**src/rtl/irq_pkg.sv**
```systemverilog
// rtl/irq_pkg.sv - shared constants and FSM encoding for the interrupt pending arbiter
package irq_pkg;

    localparam int N_REQ = 8;
    localparam int IDX_W = 3;

    typedef enum logic {
        IDLE  = 1'b0,
        OFFER = 1'b1
    } state_t;

endpackage

```
**src/rtl/irq_pending_arbiter_if.sv**
```systemverilog
// rtl/irq_pending_arbiter_if.sv - offer handshake and pending-vector bundle
interface irq_pending_arbiter_if;
    import irq_pkg::*;

    logic             out_valid;
    logic             out_ready;
    logic [IDX_W-1:0] out_idx;
    logic [N_REQ-1:0] pending;

    modport master (
        output out_valid,
        output out_idx,
        output pending,
        input  out_ready
    );

    modport slave (
        input  out_valid,
        input  out_idx,
        input  pending,
        output out_ready
    );

endinterface

```
**src/rtl/priority_encoder.sv**
```systemverilog
// rtl/priority_encoder.sv - combinational 8-to-3 encoder, highest set bit wins
module priority_encoder
    import irq_pkg::*;
(
    input  logic [N_REQ-1:0] i_vec,
    output logic [IDX_W-1:0] o_idx
);

    // Ascending scan so the last (highest) set bit overrides; zero input yields 0, never consumed.
    always_comb begin
        o_idx = '0;
        for (int i = 0; i < N_REQ; i++) begin
            if (i_vec[i]) begin
                o_idx = IDX_W'(i);
            end
        end
    end

endmodule

```
**src/rtl/irq_pending_arbiter.sv**
```systemverilog
// rtl/irq_pending_arbiter.sv - pending capture, masking and stable-offer arbitration (IRQ_EDGE_DETECT_EN selects edge capture)
module irq_pending_arbiter
    import irq_pkg::*;
(
    input  logic                   clk,
    input  logic                   rst_n,
    input  logic [N_REQ-1:0]       req_in,
    input  logic [N_REQ-1:0]       mask,
    irq_pending_arbiter_if.master  bus
);

    state_t           r_state;
    state_t           w_state_next;
    logic [IDX_W-1:0] r_out_idx;
    logic [IDX_W-1:0] w_idx_next;
    logic [N_REQ-1:0] r_pending;
    logic [N_REQ-1:0] w_set;
    logic [N_REQ-1:0] w_clr;
    logic [N_REQ-1:0] w_eligible;
    logic [IDX_W-1:0] w_enc_idx;
    logic             w_handshake;

`ifdef IRQ_EDGE_DETECT_EN
    logic [N_REQ-1:0] r_req_q;

    always_ff @(posedge clk) begin
        if (!rst_n) begin
            r_req_q <= '0;
        end else begin
            r_req_q <= req_in;
        end
    end

    assign w_set = req_in & ~r_req_q;
`else
    assign w_set = req_in;
`endif

    assign w_handshake = (r_state == OFFER) && bus.out_ready;
    assign w_clr       = w_handshake ? ({{(N_REQ-1){1'b0}}, 1'b1} << r_out_idx) : '0;

    // Set is OR-ed after the clear so an event arriving on the granted bit survives.
    always_ff @(posedge clk) begin
        if (!rst_n) begin
            r_pending <= '0;
        end else begin
            r_pending <= (r_pending & ~w_clr) | w_set;
        end
    end

    assign w_eligible = r_pending & mask;

    priority_encoder u_priority_encoder (
        .i_vec (w_eligible),
        .o_idx (w_enc_idx)
    );

    always_comb begin
        w_state_next = r_state;
        w_idx_next   = r_out_idx;
        case (r_state)
            IDLE: begin
                if (|w_eligible) begin
                    w_state_next = OFFER;
                    w_idx_next   = w_enc_idx;
                end
            end
            OFFER: begin
                if (bus.out_ready) begin
                    w_state_next = IDLE;
                end
            end
            default: begin
                w_state_next = IDLE;
            end
        endcase
    end

    always_ff @(posedge clk) begin
        if (!rst_n) begin
            r_state   <= IDLE;
            r_out_idx <= '0;
        end else begin
            r_state   <= w_state_next;
            r_out_idx <= w_idx_next;
        end
    end

    assign bus.out_valid = (r_state == OFFER);
    assign bus.out_idx   = r_out_idx;
    assign bus.pending   = r_pending;

endmodule

```
**src/flat_wrapper.sv**
```systemverilog
// flat-port wrapper written by rule: the top's interface ports become plain ports
module irq_pending_arbiter_flat import irq_pkg::*;
  (clk, rst_n, req_in, mask, bus_out_valid, bus_out_idx, bus_pending, bus_out_ready);
  irq_pending_arbiter_if bus_i ();
  input  logic clk;
  input  logic rst_n;
  input  logic [N_REQ-1:0] req_in;
  input  logic [N_REQ-1:0] mask;
  output wire logic [$bits(bus_i.out_valid)-1:0] bus_out_valid;
  output wire logic [$bits(bus_i.out_idx)-1:0] bus_out_idx;
  output wire logic [$bits(bus_i.pending)-1:0] bus_pending;
  input wire logic [$bits(bus_i.out_ready)-1:0] bus_out_ready;
  assign bus_out_valid = bus_i.out_valid;
  assign bus_out_idx = bus_i.out_idx;
  assign bus_pending = bus_i.pending;
  assign bus_i.out_ready = bus_out_ready;
  irq_pending_arbiter u_core (.clk(clk), .rst_n(rst_n), .req_in(req_in), .mask(mask), .bus(bus_i));
endmodule
```
**config.mk**
```make
export PLATFORM = sky130hd
export DESIGN_NAME = irq_pending_arbiter_flat
export DESIGN_NICKNAME = d
export VERILOG_FILES = /design/src/rtl/irq_pkg.sv /design/src/rtl/irq_pending_arbiter_if.sv /design/src/rtl/priority_encoder.sv /design/src/rtl/irq_pending_arbiter.sv /design/src/flat_wrapper.sv
export SDC_FILE = /design/constraint.sdc
export NUM_CORES = 1
export LEC_CHECK = 0
export BUFFER_PORTS_ARGS = -buffer_cell sky130_fd_sc_hd__buf_2
export CAP_MARGIN = 20
export CORE_MARGIN = 8
export CORE_UTILIZATION = 35
export CTS_CLUSTER_SIZE = 28
export DETAILED_ROUTE_END_ITERATION = 6
export PLACE_DENSITY_LB_ADDON = 0.05
export SLEW_MARGIN = 20
export SYNTH_ARGS = -nofsm -noshare
export SYNTH_HDL_FRONTEND = slang
export SYNTH_SLANG_ARGS = --single-unit
```
**constraint.sdc**
```tcl
create_clock -name clk -period 1 [get_ports clk]
set_input_delay 0.2 -clock clk [delete_from_list [all_inputs] [get_ports clk]]
set_output_delay 0.2 -clock clk [all_outputs]
set_load 0.005 [all_outputs]
```
# After elaboration in Yosys (flattened, before gate mapping)
# Index checks and enable logic that the tools add are counted.
[word_totals]
wordCells = 23
output_inout_bits = 12
ff_bits = 12
[op_classes]
bitwise_logic = 5
shift = 1
n_reduce_logical = 3
n_mux = 11
[op_table]
columns = ["operator", "n"]
rows = [
  ["$mux W3", 6],
  ["$and A8 B8 Y8", 2],
  ["$mux W8", 1],
  ["$not A8 Y8", 1],
  ["$or A8 B8 Y8", 1],
  ["$reduce_or A8 Y1", 1],
  ["$shl A1 B3 Y8 const A", 1],
  ["$mux W1", 3],
  ["$pmux W1 S2", 1],
  ["$reduce_and A2 Y1", 1],
  ["$logic_and A1 B1 Y1", 1],
  ["$not A1 Y1", 1],
]

# Longest topological paths before layout
# Gate-level depths: netlist of the first run.
[logic_depth]
depth_word = 8
depth_mapped = 4

# Modules after synthesis
# Synthesis of the first run repeated with hierarchy kept, for this count alone.
[hier_totals]
cells_unflattened = 74
area_unflattened_um2 = 591.8
[by_module_without_submodules]
columns = ["mod", "area_each_um2", "cells_per_inst", "instances"]
rows = [
  ["irq_pending_arbiter", 546.8, 64, 1],
  ["priority_encoder", 45.0, 10, 1],
]

# Least setup slack after synthesis of the first run
# OpenSTA, ideal clock, no wires.
[synth_path]
kind = "register to register"
startpoint = "reg u_core.r_pending[1], in the netlist u_core.bus.pending[1]"
endpoint = "reg u_core.r_out_idx[0], in the netlist u_core.bus.out_idx[0]"
path_buffers = 0
synth_period_minus_slack_ns = 1.113
setup_ns = 0.116
path_slack_ns = -0.113
arrival_ns = 0.997
stages_incl_launch_ff = 5
cell_sequence = "dfxtp_1 -> a22oi_2 -> a41oi_4 -> o211ai_1 -> o211a_1"
[synth_between]
elab_chain_cells = 8
elab_cells_between_ends = 10
[synth_lines]
columns = ["element", "line_no", "text"]
rows = [
  ["start: declaration", "irq_pending_arbiter.sv:16", "logic [N_REQ-1:0] r_pending;"],
  ["start signal: assignment", "irq_pending_arbiter.sv:47", "r_pending <= (r_pending & ~w_clr) | w_set;"],
  ["$and A8 B8 Y8 *", "irq_pending_arbiter.sv:51", "assign w_eligible = r_pending & mask;"],
  ["$mux W1", "priority_encoder.sv:13", "if (i_vec[i]) begin"],
  ["$mux W3 (6 in a row)", "priority_encoder.sv:13", ""],
  ["end signal: assignment", "irq_pending_arbiter.sv:85", "r_out_idx <= w_idx_next;"],
  ["end: declaration", "irq_pending_arbiter.sv:14", "logic [IDX_W-1:0] r_out_idx;"],
]
# Mark *: on every way between the ends. The rest lies on a longest branch, timed or not.
# A chain may end at the register's enable or synchronous reset.

# Worst setup path in the final report of the first run
[layout_path]
startpoint = "reg u_core.r_pending[4], in the netlist u_core.bus.pending[4]"
endpoint = "reg u_core.r_out_idx[0], in the netlist u_core.bus.out_idx[0]"
[layout_between]
elab_chain_cells = 5
elab_cells_between_ends = 7
[layout_lines]
columns = ["element", "line_no"]
rows = [
  ["$and A8 B8 Y8 *", "irq_pending_arbiter.sv:51"],
  ["$mux W3 (4 in a row)", "priority_encoder.sv:13"],
]
# Marks and branches as above.

==> results by group, run 1 <==
Worst setup path
  – Worst setup path class: reg2reg
  – Critical Path AT: between 1000 and 1500 ps
  – Crit path max fanout: 5
  – Reg2reg end: u_core.bus.out_idx[0]$_SDFFE_PN0P_
  – Max stage delay cell, worst path: dfxtp_4
  – Crit-path cells: a22oi_4 -> a41oi_4 -> o211ai_1 -> o211a_1
  – RR Startpoint: u_core.bus.pending[4]$_SDFF_PN0_
  – Worst Setup Start Kind: flip-flop
  – Max incr delay on CP: approximately 370 ps
  – Critical Path End Type: flip-flop
  – R2R Setup Slk: -110 ps
  – R2R cell count: 4
  – Worst EP required: approximately 1200 ps

Clock network
  – Clock Pin Slew Worst Setup and Hold Paths: 80 ps
  – CTS tree: built
  – Deepest clock path buffer count: 2
  – Worst skew pair latency: approximately 270 ps
  – H-tree levels: 1
  – # clock sinks: 12
  – TritonCTS Buffers: 3
  – CTS root buf: clkbuf_4

Logic synthesis
  – Seq cells post-synth: 12
  – Area leader, netlist: dfxtp_1
  – Synth Area in Simple Gates: 0.1271
  – Multiplexer share of the synthesized area: 0
  – Synth Area in Compound Gates: 0.4104
  – Synth top area cells: dfxtp_1, a22oi_4, a21oi_1, inv_1, o21ai_1
  – Post-synth top area share: 0.4000
  – Syn Std Cell Area: approximately 600 um^2
  – Synth Area in Adders: 0
  – Post-Syn Nets: 84
  – Part of the Yosys area used for sequential elements: 0.4000
  – Syn_area_per_cell: between 9 and 10 um^2
  – Synth Warn #: 0
  – Largest family of logic cells by synthesized area: compound AO/OA/AOI/OAI gates
  – Mapped Cells: 65
  – Netlist cell types: 23
  – Post-Synth XOR/XNOR Area: 0

STA
  – Setup violators final: 17
  – Slew @ Worst Pin: about 370 ps
  – Layout Skew: 5.520 ps
  – Fin. Hold Viols: 0
  – Final Max Slew Viols: 0
  – FMAX: between 900 and 1000 MHz
  – RSZ-0062 raised after global routing: true
  – Max-slew headroom: 0.7510
  – Final period util: 1.106
  – Hold Slack: between 100 and 150 ps
  – Final WS setup: -106.1 ps
  – Post-route minimum period: 1106 ps

Global routing
  – Pin count of the biggest net entering global routing: 12
  – Initial antenna violation count: 0
  – Total grt overflow: 0
  – First-pass GRT wire length: 2904 um
  – GRT Util Overall: 0.1137
  – Number of global-route vias before repair: between 600 and 700

Placed design
  – DP HPWL: around 1400 um
  – Worst Setup Slack post-DPL: -138.4 ps
  – Placer Congestion: 0.7343
  – Input/output buffers: 30

Power and ir drop
  – Leakage: 0.0005169 uW
  – VDD IR max: approximately 0.00076 V
  – Total Power: roughly 1400 uW
  – P per Cell Area: between 1000 and 1500 nW/um^2

Routing
  – Via count: 677
  – Iteration-0 DRC Markers: 5
  – Routed WL: around 1900 um
  – Via/cell ratio: about 5.1
  – 1st-pass router iterations: 4
  – Drt wl/cell: around 14 um
  – DR DRC count: 0
  – Post-DRT Antenna Nets: 0

Finish
  – Area Overhead vs Synth: 79.37%
  – Antenna diodes: 0
  – Final nets: 136
  – Share of cells above drive strength 1: 0.6552

Run status
  – Failing checks: setup timing
  – Outcome: finished, violations left

Die
  – Core ar.: between 1500 and 2000 um^2
  – Die area: 3298 um^2
  – FP Rows: 15
  – Die Span Y: 57.43 um
  – DIE WIDTH: between 50 and 60 um
  – # IOs: 31
  – Initial Util: 0.3596

Job
  – Max-cap violations: 0

Worst hold path
  – Tightest Hold Check Type: in2reg
  – Worst hold start: bus_out_ready
  – WHS Endpoint: u_core.bus.out_valid$_SDFF_PN0_
  – Hold Path Cell Cnt: 2
[layer usage]
layer / global-route usage / wire [um] / up-vias / part of all wire
met5: 0 / 0 / - / 0
met4: 0.02143 / 15 / 0 / 0.0080
met3: 0.06278 / 112 / 2 / 0.060
met2: 0.2042 / 988 / 17 / 0.53
met1: 0.1121 / 763 / 316 / 0.41
li1: - / - / 342 / -
[metrics by stage]
step / instances / TNS [ps] / area, um^2 / util
floorplan: 65 / -89.33 / 611.8 / -
global placement: 123 / -286.0 / 869.6 / 0.5206
detailed placement: 123 / -344.0 / 869.6 / 0.5206
CTS: 130 / -762.8 / 1017 / 0.6090
global route: 133 / -1633 / 1077 / 0.6449
finish: 133 / -681.9 / 1077 / 0.6449
[critical path, delay by kind of cell (launching register included)]
family          cells  cell delay (ps)
flops               1              370
compound gates      4              630
[registers in the layout, indices dropped and copies added (netlist names)]
name                  count
u_core.bus.out_idx        3
u_core.bus.pending        8
u_core.bus.out_valid      1
[logic make-up after synthesis]
logic type	Yosys count
flip-flops	12
AO/OA/AOI/OAI	28
AND/OR/NAND/NOR	15
buffers and inverters	10
[cells in the mapped netlist]
cell      number
o21ai_1        6
a311oi_2       1
o32ai_1        1
dfxtp_1       12
a32oi_1        2
a22oi_2        2
nand4_1        1
a41oi_4        1
nand2b_1       3
a21oi_1        8
o31ai_1        2
and2_1         1
clkbuf_1       1
o211ai_1       1
o211a_1        1
nand2_1        6
nor2_1         1
nor2_2         1
nand3_1        1
a22oi_4        2
inv_1          9
a211oi_1       1
nand3b_1       1
[where the power goes]
group	internal, uW	switching, uW
Combinational	270	177
Clock	154	162
Sequential	531	64.0
Total	956	403
[how the worst max path moves through the flow]
stage | depth (start not counted) | slack [ps] | from | end
2_1_floorplan | 4 | -50 | u_core.bus.pending[4]$_SDFF_PN0_ | u_core.bus.out_idx[0]$_SDFFE_PN0P_
3_3_place_gp | 4 | -100 | mask[3] | u_core.bus.out_idx[0]$_SDFFE_PN0P_
3_5_place_dp | 4 | -140 | mask[3] | u_core.bus.out_idx[0]$_SDFFE_PN0P_
4_1_cts | 4 | -100 | u_core.bus.pending[3]$_SDFF_PN0_ | u_core.bus.out_idx[0]$_SDFFE_PN0P_
5_1_grt | 5 | -180 | u_core.bus.pending[2]$_SDFF_PN0_ | u_core.bus.out_valid$_SDFF_PN0_
6_report | 4 | -110 | u_core.bus.pending[4]$_SDFF_PN0_ | u_core.bus.out_idx[0]$_SDFFE_PN0P_
[layout by cell type, fill, tap and decap left out]
cell and instances:
a21oi_1 8, o211a_1 1, inv_1 9, and2_1 1, dfxtp_2 8, buf_2 20, dfxtp_4 4, a41oi_4 1
nand2b_1 3, clkbuf_4 3, o32ai_1 1, o211ai_1 1, a211oi_1 1, clkbuf_1 1, a311oi_2 1, nand2_1 6
nand3b_1 1, nand3_2 1, a22oi_2 2, nand4_1 1, o21ai_2 3, a22oi_4 2, nor2_1 1, buf_4 9
a32oi_1 2, buf_6 19, o31ai_2 2, nor2_2 1, o21ai_1 3
[cell type report]
cell class              count  area [um^2]
repair buffers             48        381.6
multi-input cells          43        349.1
fillers                   156        593.1
inverters                   9        33.78
well taps                  17        21.27
clock buffers               4        26.28
flip-flops and latches     12        265.3
[what timing repair did]
item | in CTS | in global routing
setup buffers | 3 | 3
pin swaps | 7 | 5
hold buffers | 0 | 0
endpoints found under the setup margin | 16 | 20
resized for setup | 24 | 9
cloned | 0 | 0
No activity file was read; power rests on OpenSTA's default activity.
==> run 2: changes to the inputs <==
--- a/config.mk
+++ b/config.mk
@@ -12,6 +12,7 @@
 export CTS_CLUSTER_SIZE = 28
 export DETAILED_ROUTE_END_ITERATION = 6
 export PLACE_DENSITY_LB_ADDON = 0.05
+export RECOVER_POWER = 100
 export SLEW_MARGIN = 20
 export SYNTH_ARGS = -nofsm -noshare
 export SYNTH_HDL_FRONTEND = slang
==> run 2 against run 1 <==
Against the previous run:
- the run still ends with setup timing left
- register-to-register slack hardly changed
- sequential share of layout area unchanged
- hold slack about the same
==> results by group, run 2 (same netlist as run 1, synthesis figures left out) <==
Placed design
  – Placer Congestion: ~0.73
  – DP HPWL: between 1000 and 1500 um
  – Input/output buffers: 30

Worst setup path
  – R2R cell count: 4
  – Crit path max fanout: 5
  – R2R Setup Slk: -110 ps
  – RR Startpoint: u_core.bus.pending[4]$_SDFF_PN0_
  – Worst EP required: roughly 1200 ps
  – Worst Setup Start Kind: flip-flop
  – Reg2reg end: u_core.bus.out_idx[0]$_SDFFE_PN0P_
  – Critical Path End Type: flip-flop
  – Critical Path AT: about 1300 ps
  – Worst setup path class: reg2reg

Finish
  – Final nets: 136
  – Largest register FFs: 8
  – Commonest non-fill, non-tap cell in the layout: buf_2
  – Area Overhead vs Synth: 79.37%
  – Share of cells above drive strength 1: 0.6552
  – Layout fillers: roughly 160
  – Most frequent cells in the layout: buf_2, buf_6, inv_1
  – Final core utilization: 0.6449
  – Antenna diodes: 0

Die
  – Initial Util: 0.3596
  – Core ar.: between 1500 and 2000 um^2
  – # IOs: 31
  – Die Span Y: around 57 um
  – Die area: 3298 um^2
  – FP Rows: 15
  – DIE WIDTH: around 57 um

Global routing
  – Pin count of the biggest net entering global routing: 12
  – Total grt overflow: 0
  – Number of global-route vias before repair: ~670
  – GRT Util Overall: 0.1137
  – First-pass GRT wire length: between 2000 and 3000 um
  – Initial antenna violation count: 0

Power and ir drop
  – Sequential Power Share: 0.438
  – Sw frac: 0.2967
  – Pint: around 960 uW
  – Switching component of the power: ~400 uW
  – Clk network pwr share: 0.233
  – VDD IR max: about 0.00076 V
  – Total Power: roughly 1400 uW
  – Leakage: between 0.0005 and 0.0006 uW
  – P per Cell Area: between 1000 and 1500 nW/um^2
  – Combinational Power Share: 0.329

STA
  – Final WS setup: -106.2 ps
  – Final period util: 1.106
  – Max-slew headroom: 0.7510
  – FMAX: between 900 and 1000 MHz
  – Final Max Slew Viols: 0
  – Layout Skew: 5.520 ps
  – Post-route minimum period: between 1000 and 1500 ps
  – Fin. Hold Viols: 0
  – RSZ-0062 raised after global routing: true
  – Setup violators final: 17
  – Slew @ Worst Pin: approximately 370 ps

Worst hold path
  – Hold Path Cell Cnt: 2
  – Tightest Hold Check Type: in2reg
  – WHS Endpoint: u_core.bus.out_valid$_SDFF_PN0_
  – Worst hold start: bus_out_ready

Clock network
  – H-tree levels: 1
  – CTS root buf: clkbuf_4
  – Worst skew pair latency: approximately 270 ps
  – # clock sinks: 12
  – CTS tree: built
  – TritonCTS Buffers: 3
  – CTS Hold Bufs: 0
  – Clock Pin Slew Worst Setup and Hold Paths: 80 ps
  – Deepest clock path buffer count: 2

Routing
  – Drt wl/cell: around 14 um
  – Via/cell ratio: about 5
  – Routed WL: ~1900 um
  – Via count: around 680
  – 1st-pass router iterations: 4
  – Iteration-0 DRC Markers: 5
  – Post-DRT Antenna Nets: 0
  – DR DRC count: 0

Job
  – Max-cap violations: 0

Run status
  – Failing checks: setup timing
  – Outcome: finished, violations left
[run 2: changes by cell type in the layout (fill, tap and decap cells not counted), sizes merged]
cell | before | now
buf | 48 | 47
clkbuf | 4 | 5
[run 2: metrics by stage]
step | worst slack, ps | area [um^2] | setup TNS, ps | hold WS, ps | cells
finish | -106.2 | 1077 | -677.6 | 129.8 | 133
global route | -176.5 | 1077 | -1692 | 121.0 | 133
CTS | -98.62 | 1017 | -762.8 | 123.0 | 130
detailed placement | -138.4 | 869.6 | -344.0 | 411.5 | 123
global placement | -103.8 | 869.6 | -286.0 | 405.6 | 123
floorplan | -53.14 | 611.8 | -89.33 | 287.1 | 65
[run 2: repair_timing]
item	in CTS	in global routing
setup buffers	3	3
gates resized for setup	24	9
endpoints found under the setup margin	16	20
pin swaps	7	5
[run 2: area by class of cell]
type / count / area (um^2) / share of cell area
timing repair buffer: 48 / 381.6 / 0.3542
tap: 17 / 21.27 / 0.01974
multi-input combinational: 43 / 349.1 / 0.3240
inverter: 9 / 33.78 / 0.03136
clock buffer: 4 / 26.28 / 0.02439
sequential: 12 / 265.3 / 0.2462
[run 2: routing by layer]
layer / track usage / wire length (um) / vias to the layer above
met5: 0 / 0 / -
met4: 0.02143 / 15 / 0
met3: 0.06278 / 112 / 2
met2: 0.2042 / 990 / 17
met1: 0.1121 / 759 / 316
li1: - / - / 342
[run 2: how the worst max path moves through the flow]
stage | cells after the start | endpoint | from
2_1_floorplan | 4 | u_core.bus.out_idx[0]$_SDFFE_PN0P_ | u_core.bus.pending[4]$_SDFF_PN0_
4_1_cts | 4 | u_core.bus.out_idx[0]$_SDFFE_PN0P_ | u_core.bus.pending[3]$_SDFF_PN0_
6_report | 4 | u_core.bus.out_idx[0]$_SDFFE_PN0P_ | u_core.bus.pending[4]$_SDFF_PN0_
3_3_place_gp | 4 | u_core.bus.out_idx[0]$_SDFFE_PN0P_ | mask[3]
5_1_grt | 5 | u_core.bus.out_valid$_SDFF_PN0_ | u_core.bus.pending[2]$_SDFF_PN0_
3_5_place_dp | 4 | u_core.bus.out_idx[0]$_SDFFE_PN0P_ | mask[3]
[run 2: power groups by stage]
stage,logic (uW),clock network (uW),registers [uW]
floorplan,149,0,598
CTS,406,334,594
global route,485,357,603
global placement,330,0,594
finish,446,317,595
detailed placement,333,0,594
[run 2: worst max-delay path, cell delays in order (launching register included)]
cell      delay [ps]
dfxtp_4          370
a22oi_4           80
a41oi_4          300
o211ai_1         130
o211a_1          120
